<file path="config.mk">
export PLATFORM = sky130hd
export DESIGN_NAME = multicycle_control_fsm
export DESIGN_NICKNAME = d
export VERILOG_FILES = /design/src/rtl/multicycle_control_fsm.sv
export SDC_FILE = /design/constraint.sdc
export NUM_CORES = 1
export LEC_CHECK = 0
export CAP_MARGIN = 30
export CORE_MARGIN = 2
export CORE_UTILIZATION = 50
export CTS_BUF_LIST = sky130_fd_sc_hd__clkbuf_16
export CTS_CLUSTER_SIZE = 20
export DETAILED_ROUTE_END_ITERATION = 10
export GPL_ROUTABILITY_DRIVEN = 0
export GPL_TIMING_DRIVEN = 0
export PLACE_DENSITY = 0.84
export SETUP_SLACK_MARGIN = 0.2
export SYNTH_ARGS = -nofsm -noshare
export SYNTH_HDL_FRONTEND = slang
export SYNTH_SLANG_ARGS = --single-unit
</file>
<file path="constraint.sdc">
create_clock -name clk -period 3.05 [get_ports clk]
set_clock_uncertainty 0.15 [all_clocks]
set_input_delay 0.305 -clock clk [delete_from_list [all_inputs] [get_ports clk]]
set_output_delay 0.305 -clock clk [all_outputs]
set_load 0.1 [all_outputs]
</file>
<file path="src/rtl/multicycle_control_fsm.sv">
// Control sequencer for a multi-cycle RV32I datapath sharing one instruction/data memory port.
// Moore state outputs, memory ready handshake with a wait-cycle timeout, and a sticky trap state.
module multicycle_control_fsm #(
  parameter int unsigned MEM_TIMEOUT = 255
) (
  input  logic       clk,
  input  logic       rst,
  input  logic [6:0] opcode,
  input  logic [2:0] funct_3,
  input  logic       funct_7_5,
  input  logic       zero,
  input  logic       mem_ready,
  output logic       mem_req,
  output logic       mem_write,
  output logic       adr_src,
  output logic       ir_write,
  output logic       pc_write,
  output logic       reg_write,
  output logic [1:0] alu_src_a,
  output logic [1:0] alu_src_b,
  output logic [1:0] result_src,
  output logic [2:0] alu_ctrl,
  output logic [1:0] imm_src,
  output logic       trap,
  output logic [3:0] state
);

  localparam logic [3:0] S_FETCH     = 4'd0;
  localparam logic [3:0] S_DECODE    = 4'd1;
  localparam logic [3:0] S_MEM_ADR   = 4'd2;
  localparam logic [3:0] S_MEM_READ  = 4'd3;
  localparam logic [3:0] S_MEM_WB    = 4'd4;
  localparam logic [3:0] S_MEM_WRITE = 4'd5;
  localparam logic [3:0] S_EXEC_R    = 4'd6;
  localparam logic [3:0] S_EXEC_I    = 4'd7;
  localparam logic [3:0] S_ALU_WB    = 4'd8;
  localparam logic [3:0] S_JAL       = 4'd9;
  localparam logic [3:0] S_BRANCH    = 4'd10;
  localparam logic [3:0] S_TRAP      = 4'd15;

  localparam logic [6:0] OP_LOAD   = 7'h03;
  localparam logic [6:0] OP_STORE  = 7'h23;
  localparam logic [6:0] OP_R      = 7'h33;
  localparam logic [6:0] OP_I      = 7'h13;
  localparam logic [6:0] OP_JAL    = 7'h6F;
  localparam logic [6:0] OP_BRANCH = 7'h63;

  localparam logic [7:0] TIMEOUT_CNT = 8'(MEM_TIMEOUT);

  logic [3:0] state_q, next_state;
  logic [7:0] wait_cnt;
  logic       timeout;
  logic       alu_legal, br_legal, taken;
  logic [2:0] alu_dec, br_alu;
  logic       mem_write_raw, ir_write_raw, pc_write_raw, reg_write_raw;

  assign state = state_q;

  // ALU and branch function decode from funct fields; illegal encodings steer DECODE to TRAP
  always_comb begin
    alu_legal = 1'b1;
    alu_dec   = 3'b000;
    case (funct_3)
      3'b000:  alu_dec = (opcode == OP_R && funct_7_5) ? 3'b001 : 3'b000;
      3'b010:  alu_dec = 3'b101;
      3'b110:  alu_dec = 3'b011;
      3'b111:  alu_dec = 3'b010;
      default: alu_legal = 1'b0;
    endcase
    br_legal = 1'b1;
    br_alu   = 3'b001;
    taken    = 1'b0;
    case (funct_3)
      3'b000:  taken = zero;
      3'b001:  taken = !zero;
      3'b100:  begin br_alu = 3'b101; taken = !zero; end
      3'b101:  begin br_alu = 3'b101; taken = zero; end
      default: br_legal = 1'b0;
    endcase
    case (opcode)
      OP_STORE:  imm_src = 2'b01;
      OP_BRANCH: imm_src = 2'b10;
      OP_JAL:    imm_src = 2'b11;
      default:   imm_src = 2'b00;
    endcase
  end

  assign timeout = (MEM_TIMEOUT != 0) && mem_req && !mem_ready && (wait_cnt == TIMEOUT_CNT);

  always_comb begin
    next_state = state_q;
    case (state_q)
      S_FETCH:     if (mem_ready) next_state = S_DECODE;
                   else if (timeout) next_state = S_TRAP;
      S_DECODE: begin
        case (opcode)
          OP_LOAD, OP_STORE: next_state = S_MEM_ADR;
          OP_R:      next_state = alu_legal ? S_EXEC_R : S_TRAP;
          OP_I:      next_state = alu_legal ? S_EXEC_I : S_TRAP;
          OP_JAL:    next_state = S_JAL;
          OP_BRANCH: next_state = br_legal ? S_BRANCH : S_TRAP;
          default:   next_state = S_TRAP;
        endcase
      end
      S_MEM_ADR:   next_state = (opcode == OP_STORE) ? S_MEM_WRITE : S_MEM_READ;
      S_MEM_READ:  if (mem_ready) next_state = S_MEM_WB;
                   else if (timeout) next_state = S_TRAP;
      S_MEM_WRITE: if (mem_ready) next_state = S_FETCH;
                   else if (timeout) next_state = S_TRAP;
      S_MEM_WB, S_ALU_WB, S_BRANCH: next_state = S_FETCH;
      S_EXEC_R, S_EXEC_I, S_JAL:    next_state = S_ALU_WB;
      default:     next_state = S_TRAP;
    endcase
  end

  // Wait counter only runs while a request is outstanding, so it restarts at zero on every new access
  always_ff @(posedge clk) begin
    if (rst) begin
      state_q  <= S_FETCH;
      wait_cnt <= 8'd0;
    end else begin
      state_q <= next_state;
      if (!mem_req || mem_ready || next_state != state_q)
        wait_cnt <= 8'd0;
      else if (wait_cnt != 8'hFF)
        wait_cnt <= wait_cnt + 8'd1;
    end
  end

  always_comb begin
    mem_req       = 1'b0;
    mem_write_raw = 1'b0;
    adr_src       = 1'b0;
    ir_write_raw  = 1'b0;
    pc_write_raw  = 1'b0;
    reg_write_raw = 1'b0;
    alu_src_a     = 2'b00;
    alu_src_b     = 2'b00;
    result_src    = 2'b00;
    alu_ctrl      = 3'b000;
    trap          = 1'b0;
    case (state_q)
      S_FETCH: begin
        mem_req      = 1'b1;
        alu_src_b    = 2'b10;
        result_src   = 2'b10;
        ir_write_raw = mem_ready;
        pc_write_raw = mem_ready;
      end
      S_DECODE:    begin alu_src_a = 2'b01; alu_src_b = 2'b01; end
      S_MEM_ADR:   begin alu_src_a = 2'b10; alu_src_b = 2'b01; end
      S_MEM_READ:  begin mem_req = 1'b1; adr_src = 1'b1; end
      S_MEM_WRITE: begin mem_req = 1'b1; adr_src = 1'b1; mem_write_raw = 1'b1; end
      S_MEM_WB:    begin result_src = 2'b01; reg_write_raw = 1'b1; end
      S_EXEC_R:    begin alu_src_a = 2'b10; alu_ctrl = alu_dec; end
      S_EXEC_I:    begin alu_src_a = 2'b10; alu_src_b = 2'b01; alu_ctrl = alu_dec; end
      S_ALU_WB:    reg_write_raw = 1'b1;
      S_JAL:       begin alu_src_a = 2'b01; alu_src_b = 2'b10; pc_write_raw = 1'b1; end
      S_BRANCH:    begin alu_src_a = 2'b10; alu_ctrl = br_alu; pc_write_raw = taken; end
      S_TRAP:      trap = 1'b1;
      default:     trap = 1'b0;
    endcase
  end

  // Architectural writes are suppressed in any reset cycle, even mid-instruction
  assign mem_write = mem_write_raw & ~rst;
  assign ir_write  = ir_write_raw  & ~rst;
  assign pc_write  = pc_write_raw  & ~rst;
  assign reg_write = reg_write_raw & ~rst;

endmodule
</file>
==> results, run 1 <==
- The peak clock frequency supported by timing is 0.364 GHz.
- Yosys mapped the design onto 51 distinct sky130hd cell types.
- Setup repair after global routing left no endpoint under its margin.
- In the synthesized netlist the async set-or-reset flop fraction comes to 0%.
- Detailed routing inserted a total of 1,420 vias.
- Counting every sink on the clock net gives 12.
- The starting DRC count in detailed routing is 85.
- Cells with a size suffix above 1 make up 24.0% of the layout.
- The gate count of the mapped netlist is 157.
- The count of instances resized after the clock tree is built is 33.
- The number of hold buffers added after CTS is 0.
- The number of post-CTS setup repair buffers is 0.
- Entering global routing, the biggest net connects 11 pins.
- The required time of the critical path is 2590 ps.
- The starting density of the core is 53.0%.
- The worst setup path is launched from a register.
- In the final layout, the multi-input gates occupy 968 um^2.
- Of the available clock period, the critical path in the final layout requires 90.0%.
- The number of iterations in the first detailed-routing pass is 5.
- STA classifies the critical path endpoint as an output pin.
- The number of hold-slack violations in the final timing report is 0.
- The final sum of negative setup slack is 0 ps.
- The floorplan step defined a die boundary enclosing 2770 um^2.
- The mean instance size in the synthesized netlist is 7.54 um^2.
- The worst min-delay path category is register to register.
- 37 I/O pins were placed.
- The share of the core filled with cells is 78.0%.
- After global routing the overflow that remains totals 0.
- For this run, the total global-route usage over all layers was measured as 29.0%.
- The pin slew with the least headroom to its limit is 967 ps.
- In this run the worst path has a maximum fanout of 10.
- The count of nets left with antenna violations once routing finished came out at 0.
- Detailed placement ended at an HPWL of 2.66 mm.
- By area the synthesized netlist is led by dfxtp_1, nand2b_1, nor3_1, a21oi_1, nor2_1.
- The number of max-cap violations is 0.
- The layout filler cell count is 171.
- CTS placed an instance of clkbuf_16 at the clock tree root.
- In the final routed layout, each cell accounts on average for 16.2 um.
- The most used flip-flop cell after synthesis is dfxtp_1.
- The post-synthesis cell type with the largest combined area is dfxtp_1.
- In the routed layout, each cell is associated on average with a via count of 6.34.
- The synthesis-to-finish area growth is 47.3%.
- After synthesis, flip-flops and latches occupy 20.3% of the total area.
- Measured along the x axis, the die boundary spans 52.7 um.
- The critical path arrival is 2290 ps.
- The flow ran to the end, and the final reports show no timing, DRC or antenna violations.
- The die boundary height is 52.7 um.
- In this run the number of H-tree levels came out at 1.
- Counting the buffers created by CTS gives 3.
- The total area inside the core boundary comes to 2230 um^2.
- Input and output buffers added on the ports amount to 35.
- The maximum clock path buffer count is 2.
- The proportion of netlist area held by the largest area contributor is 20.3%.
- Registers take 253 um^2.
- The via count of the first global-routing pass was 1,347.
- The final-layout worst hold slack is 337 ps.
- Measured against its own limit, the worst slew margin works out to 35.4%.
- The synthesized design contains 0 enable-type register cells.
- The max-slew violation count is 0.
- The Yosys step of the flow raised 0 warnings.
- The TritonCTS clock tree is done.
- Setup violations remaining at the end of the flow were counted as 0.
- Counting every net in the synthesized netlist gives 173.
- The first-pass GRT wire length is 6.04 mm.
- The post-layout net count is 213.
- In this run the cell area of the synthesized design comes to 1180 um^2.
- After detailed routing, the total wire length is 3.64 mm.
- Among all cell types in the netlist, the one instantiated most often is nor3_1.
- The time the final worst path needs with I/O delays and setup is 2750 ps.
- Counting instances in the post-synthesis netlist gives the leading cell types as nor3_1, dfxtp_1, nand2b_1, nor2_1, a21oi_1.
- The floorplan has 17 rows.
- The repair_antennas step left the layout with diodes totalling 0.
- For this run, design rule violations remaining after detail routing come to 0.
- After clock tree synthesis, the clock-pin slew on the worst setup and hold paths is 40 ps.
- Clock latency on the worst-skew pair, taken at its later pin, is 240 ps.
- By startpoint and endpoint, the worst setup path is classified as register to output pin.
- The number of antenna violations at the first check in global routing is 0.
- The number of storage elements in the synthesis netlist is 12.
## area by class of cell
cell class,count,area share (%)
well taps,28,2.01
multi-input cells,132,55.6
flip-flops and latches,12,14.5
repair buffers,35,19.6
clock inverters,1,0.215
inverters,2,0.431
clock buffers,3,4.31
plain buffers,11,3.37
## stage by stage
step	worst slack, ps	instance area (um^2)	cells
3_3_place_gp	-292	1670	220
5_1_grt	225	1740	224
6_report	304	1740	224
4_1_cts	225	1750	224
2_1_floorplan	1.80	1290	157
3_5_place_dp	-348	1670	220
## cell usage in the layout (no fill, tap or decap), types with 2 or more instances in the layout
cell / count
a21oi_1: 9
a31oi_1: 4
and3_1: 4
and4_1: 3
and4b_1: 2
buf_2: 5
clkbuf_1: 2
clkbuf_16: 3
clkbuf_2: 4
clkdlybuf4s15_2: 6
clkdlybuf4s50_1: 18
dfxtp_1: 8
dfxtp_4: 3
dlygate4sd2_1: 9
inv_1: 3
nand2_1: 9
nand2b_1: 12
nand3_1: 3
nand4b_1: 2
nor2_1: 8
nor2_2: 2
nor3_1: 10
nor3_2: 6
nor3b_1: 2
nor4_4: 3
nor4b_1: 3
o21ai_0: 7
o21ai_1: 2
o31a_1: 2
xnor2_1: 4
xor2_1: 2
## worst max-delay path, cell delays in order (launching register included)
cell             delay (ps)
dfxtp_2                 370
clkbuf_2                210
nand2b_1                230
nor2_4                  100
clkdlybuf4s50_1        1130
## worst paths after layout
kind | cells after the start | slack (ps) | to | from
worst max-delay path | 4 | 300 | adr_src | state[3]$_SDFF_PP0_
worst min-delay path | 1 | 340 | wait_cnt[0]$_SDFFE_PP0P_ | wait_cnt[0]$_SDFFE_PP0P_
worst max register to register | 5 | 980 | state[1]$_SDFF_PP0_ | state[2]$_SDFF_PP0_
worst min register to register | 1 | 340 | wait_cnt[0]$_SDFFE_PP0P_ | wait_cnt[0]$_SDFFE_PP0P_
## metal layers
layer	wire length [um]	track usage (%)
met1	1550	39.0
met2	1780	46.5
met3	276	5.14
met4	40	9.40
met5	0	0
## sequential cells by signal (all words and copies together) (netlist names)
| signal | flops |
|---|---|
| state | 4 |
| wait_cnt | 8 |
## cell families (layout without fill, tap and decap cells)
group	Yosys count	in the layout	synth area share [%]
simple gates	83	83	42.9
mux	1	1	0.846
buf+inv	13	52	5.18
fa+ha+maj	1	1	1.06
compound gates	41	41	25.3
flops	12	12	20.3
xor+xnor	6	6	4.44
Power of run 1 is not shown: default switching activity piles up to over one toggle a cycle in this logic, so the estimate is an artifact.
==> run 2, diff against run 1 <==
- CORE_UTILIZATION: 50 -> 42
- PLACE_DENSITY: 0.84 -> 0.75
- clock period: 3.05 -> 2.2 ns (I/O delays scaled with it)
==> run 2 against run 1 <==
Against the previous run: sequential share of layout area fell by 2.9 points; wire length is 23% higher; hold slack got worse by 2.0 ps; first-iteration DRC count shrank 34%; worst setup slack worse by 200 ps; die area is 18% higher; sequential cell count stayed put; non-clock buffer count grew 13; register-to-register slack worse by 730 ps; core utilization grew 3.5 points; clock-buffer cell count stayed put; critical endpoint is now pc_write; largest cell class unchanged.
==> results, run 2 (synthesis results as in run 1) <==
- The run finished with clean final reports.
- The post-route cell area is 2210 um^2 (+27%).
- The maximum fanout along the worst path is 8 (-2).
- The pin count of the biggest net entering global routing is 11 (unchanged).
- In this run the clock root is driven by a clkbuf_16.
- The number of buffers inserted during clock tree synthesis is 3 (unchanged).
- The post-detailed-routing wire length is 4.48 mm (+23%).
- The latest clock arrival within the worst-skew pair is 240 ps (about the same).
- The share of layout cells above drive strength 1 was 43.1% (+19 points).
- The worst min-delay path category is register to register.
- The starting DRC count in detailed routing is 56 (-34%).
- The setup-violating endpoint count in the final report is 0 (unchanged).
- The number of rows created at floorplan is 19 (+2).
- Setup repair after global routing could not meet its margin everywhere.
- The TritonCTS clock tree is done.
- The time the final worst path needs with I/O delays and setup is 2090 ps.
- The highest-delay cell along the critical path is dfxtp_4.
- Relative to the synthesized area, the layout overhead comes to 86.7%.
- The aggregate global routing overflow came to 0 (unchanged).
- The pin slew with the least headroom to its limit came to 955 ps (-12.0 ps).
- The count of pins on the block boundary is 37 (unchanged).
- The post-layout net count is 226 (+6.1%).
- The count of non-filler cells in the finished layout was 240 (+7.1%).
- The clock transition at the register clock pins on the worst setup and hold paths after CTS was 40 ps (about the same).
- The count of H-tree levels built during CTS is 1 (unchanged).
- The critical path goes through buf_12 > nor4b_4 > a32oi_2 > nor4_4 > buf_6.
- The post-DP HPWL is 2.81 mm (+5.7%).
- The number of input and output port buffers inserted is 35 (unchanged).
- The total routing resource utilization after global routing is 26.9% (-2.1 points).
- The placed standard-cell area is 1840 um^2 (+9.8%).
- The peak clock frequency supported by timing is 0.477 GHz.
- The maximum cell stage delay along the critical path is 360 ps (-770 ps).
- The number of remaining DRC errors came to 0 (unchanged).
- The number of vias per cell is 6.37 (+0.43%).
- The startpoint of the most critical hold path is wait_cnt[0]$_SDFFE_PP0P_.
- The total number of clock tree sinks is 12 (unchanged).
- In this run the critical register-to-register path is launched from state[2]$_SDFF_PP0_.
- The number of max-cap violations is 0 (unchanged).
- The die area is 3260 um^2 (+18%).
- The die boundary height was 57.1 um (+8.4%).
- The layout filler cell count is 171 (unchanged).
- The maximum clock path buffer count is 2 (unchanged).
- The worst setup path is of the register to output pin kind.
- In this run the worst setup path begins at state[0]$_SDFF_PP0_.
- The total via count in the routed design is 1,528 (+7.6%).
- The critical path arrival was 1720 ps (-570 ps).
- The via count of the first global-routing pass is 1,404 (+4.2%).
- The most common cell after layout, fill and taps aside is buf_4.
- The first-pass GRT wire length came to 6.90 mm (+14%).
- The number of placed instances with taps included is 223 (+1.4%).
- The multi-input logic area is 1180 um^2 (+22%).
- The library cells used most frequently in the layout, excluding fill and tap cells, are buf_4, nand2b_1, dlymetal6s2s_1.
- The number of hold-slack violations in the final timing report is 0 (unchanged).
- The number of antenna violations at the first check in global routing is 0 (unchanged).
- The number of iterations in the first detailed-routing pass is 4 (-1).
- wait_cnt holds more flip-flops than any other register.
- The setup slack at placement came to -906 ps (-558 ps).
- The core area is 2710 um^2 (+21%).
- The worst setup path is captured at an output pin.
- The number of flip-flops in the largest register was 8 (unchanged).
- The startpoint type of the worst setup path is a register.
- The starting density of the core was 43.7% (-9.3 points).
- The number of diodes is 0 (unchanged).
- The number of hold buffers added after CTS is 0 (unchanged).
- The required time of the critical path came to 1830 ps (-760 ps).
- The max-slew violation count is 0 (unchanged).
- The chip width is 57.1 um (+8.4%).
- The average wire length per cell after detail routing came to 18.7 um (+15%).
- The residual antenna-violating net count after detailed routing is 0 (unchanged).
- The worst slew margin relative to its limit is 36.6% (+1.3 points).
- The minimum setup slack in the final design came to 105 ps (-199 ps).
- The share of the clock period used by the worst path after layout is 95.2%.
- The area taken by flip-flops and latches was 255 um^2 (+0.99%).
==> run 2: changes by cell type in the layout (fill, tap and decap cells not counted), moves of 4 or more <==
cell	change
clkdlybuf4s15_2	-6
clkdlybuf4s50_1	-15
dlymetal6s2s_1	+9
buf_4	+22
nor3_4	+4
dlygate4sd2_1	-4
buf_12	+7
==> run 2: worst paths after layout <==
kind / slack, ps / cells past startpoint / end
min reg2reg: 340 / 1 / wait_cnt[0]$_SDFFE_PP0P_
max: 110 / 5 / pc_write
min: 340 / 1 / wait_cnt[0]$_SDFFE_PP0P_
max reg2reg: 250 / 5 / state[3]$_SDFF_PP0_
==> run 2: worst max-delay path: cells and delay by family, from the launching register on <==
kind	cells	cell delay [ps]
AND/OR/NAND/NOR	2	550
buffers and inverters	2	400
flip-flops	1	360
AO/OA/AOI/OAI	1	180
==> run 2: timing repair <==
item	4_1_cts	5_1_grt
buffers inserted	5	8
pin swaps	3	9
setup endpoints to repair	22	11
gates resized for setup	135	29
==> run 2: layout make-up <==
class,count,share of cell area (%)
Buffer,11,7.25
Clock buffer,3,3.40
Clock inverter,1,0.170
Inverter,2,0.453
Multi-Input combinational cell,132,53.5
Sequential cell,12,11.6
Tap cell,31,1.76
Timing Repair Buffer,48,21.9
==> run 2: routing by layer <==
metal,track usage (%),wire length [um]
met5,0,0
met4,7.31,125
met3,4.76,174
met2,44.7,2260
met1,36.2,1930
==> run 2: metrics by stage <==
stage / hold WS, ps / setup TNS (ps) / util (%)
4_1_cts: 335 / -22.0 / 74.7
3_3_place_gp: 309 / -8000 / 67.7
5_1_grt: 373 / 0 / 81.5
3_5_place_dp: 329 / -8230 / 67.7
2_1_floorplan: 265 / -1820 / -
6_report: 335 / 0 / 81.5
Power of run 2 is left out for the same reason.
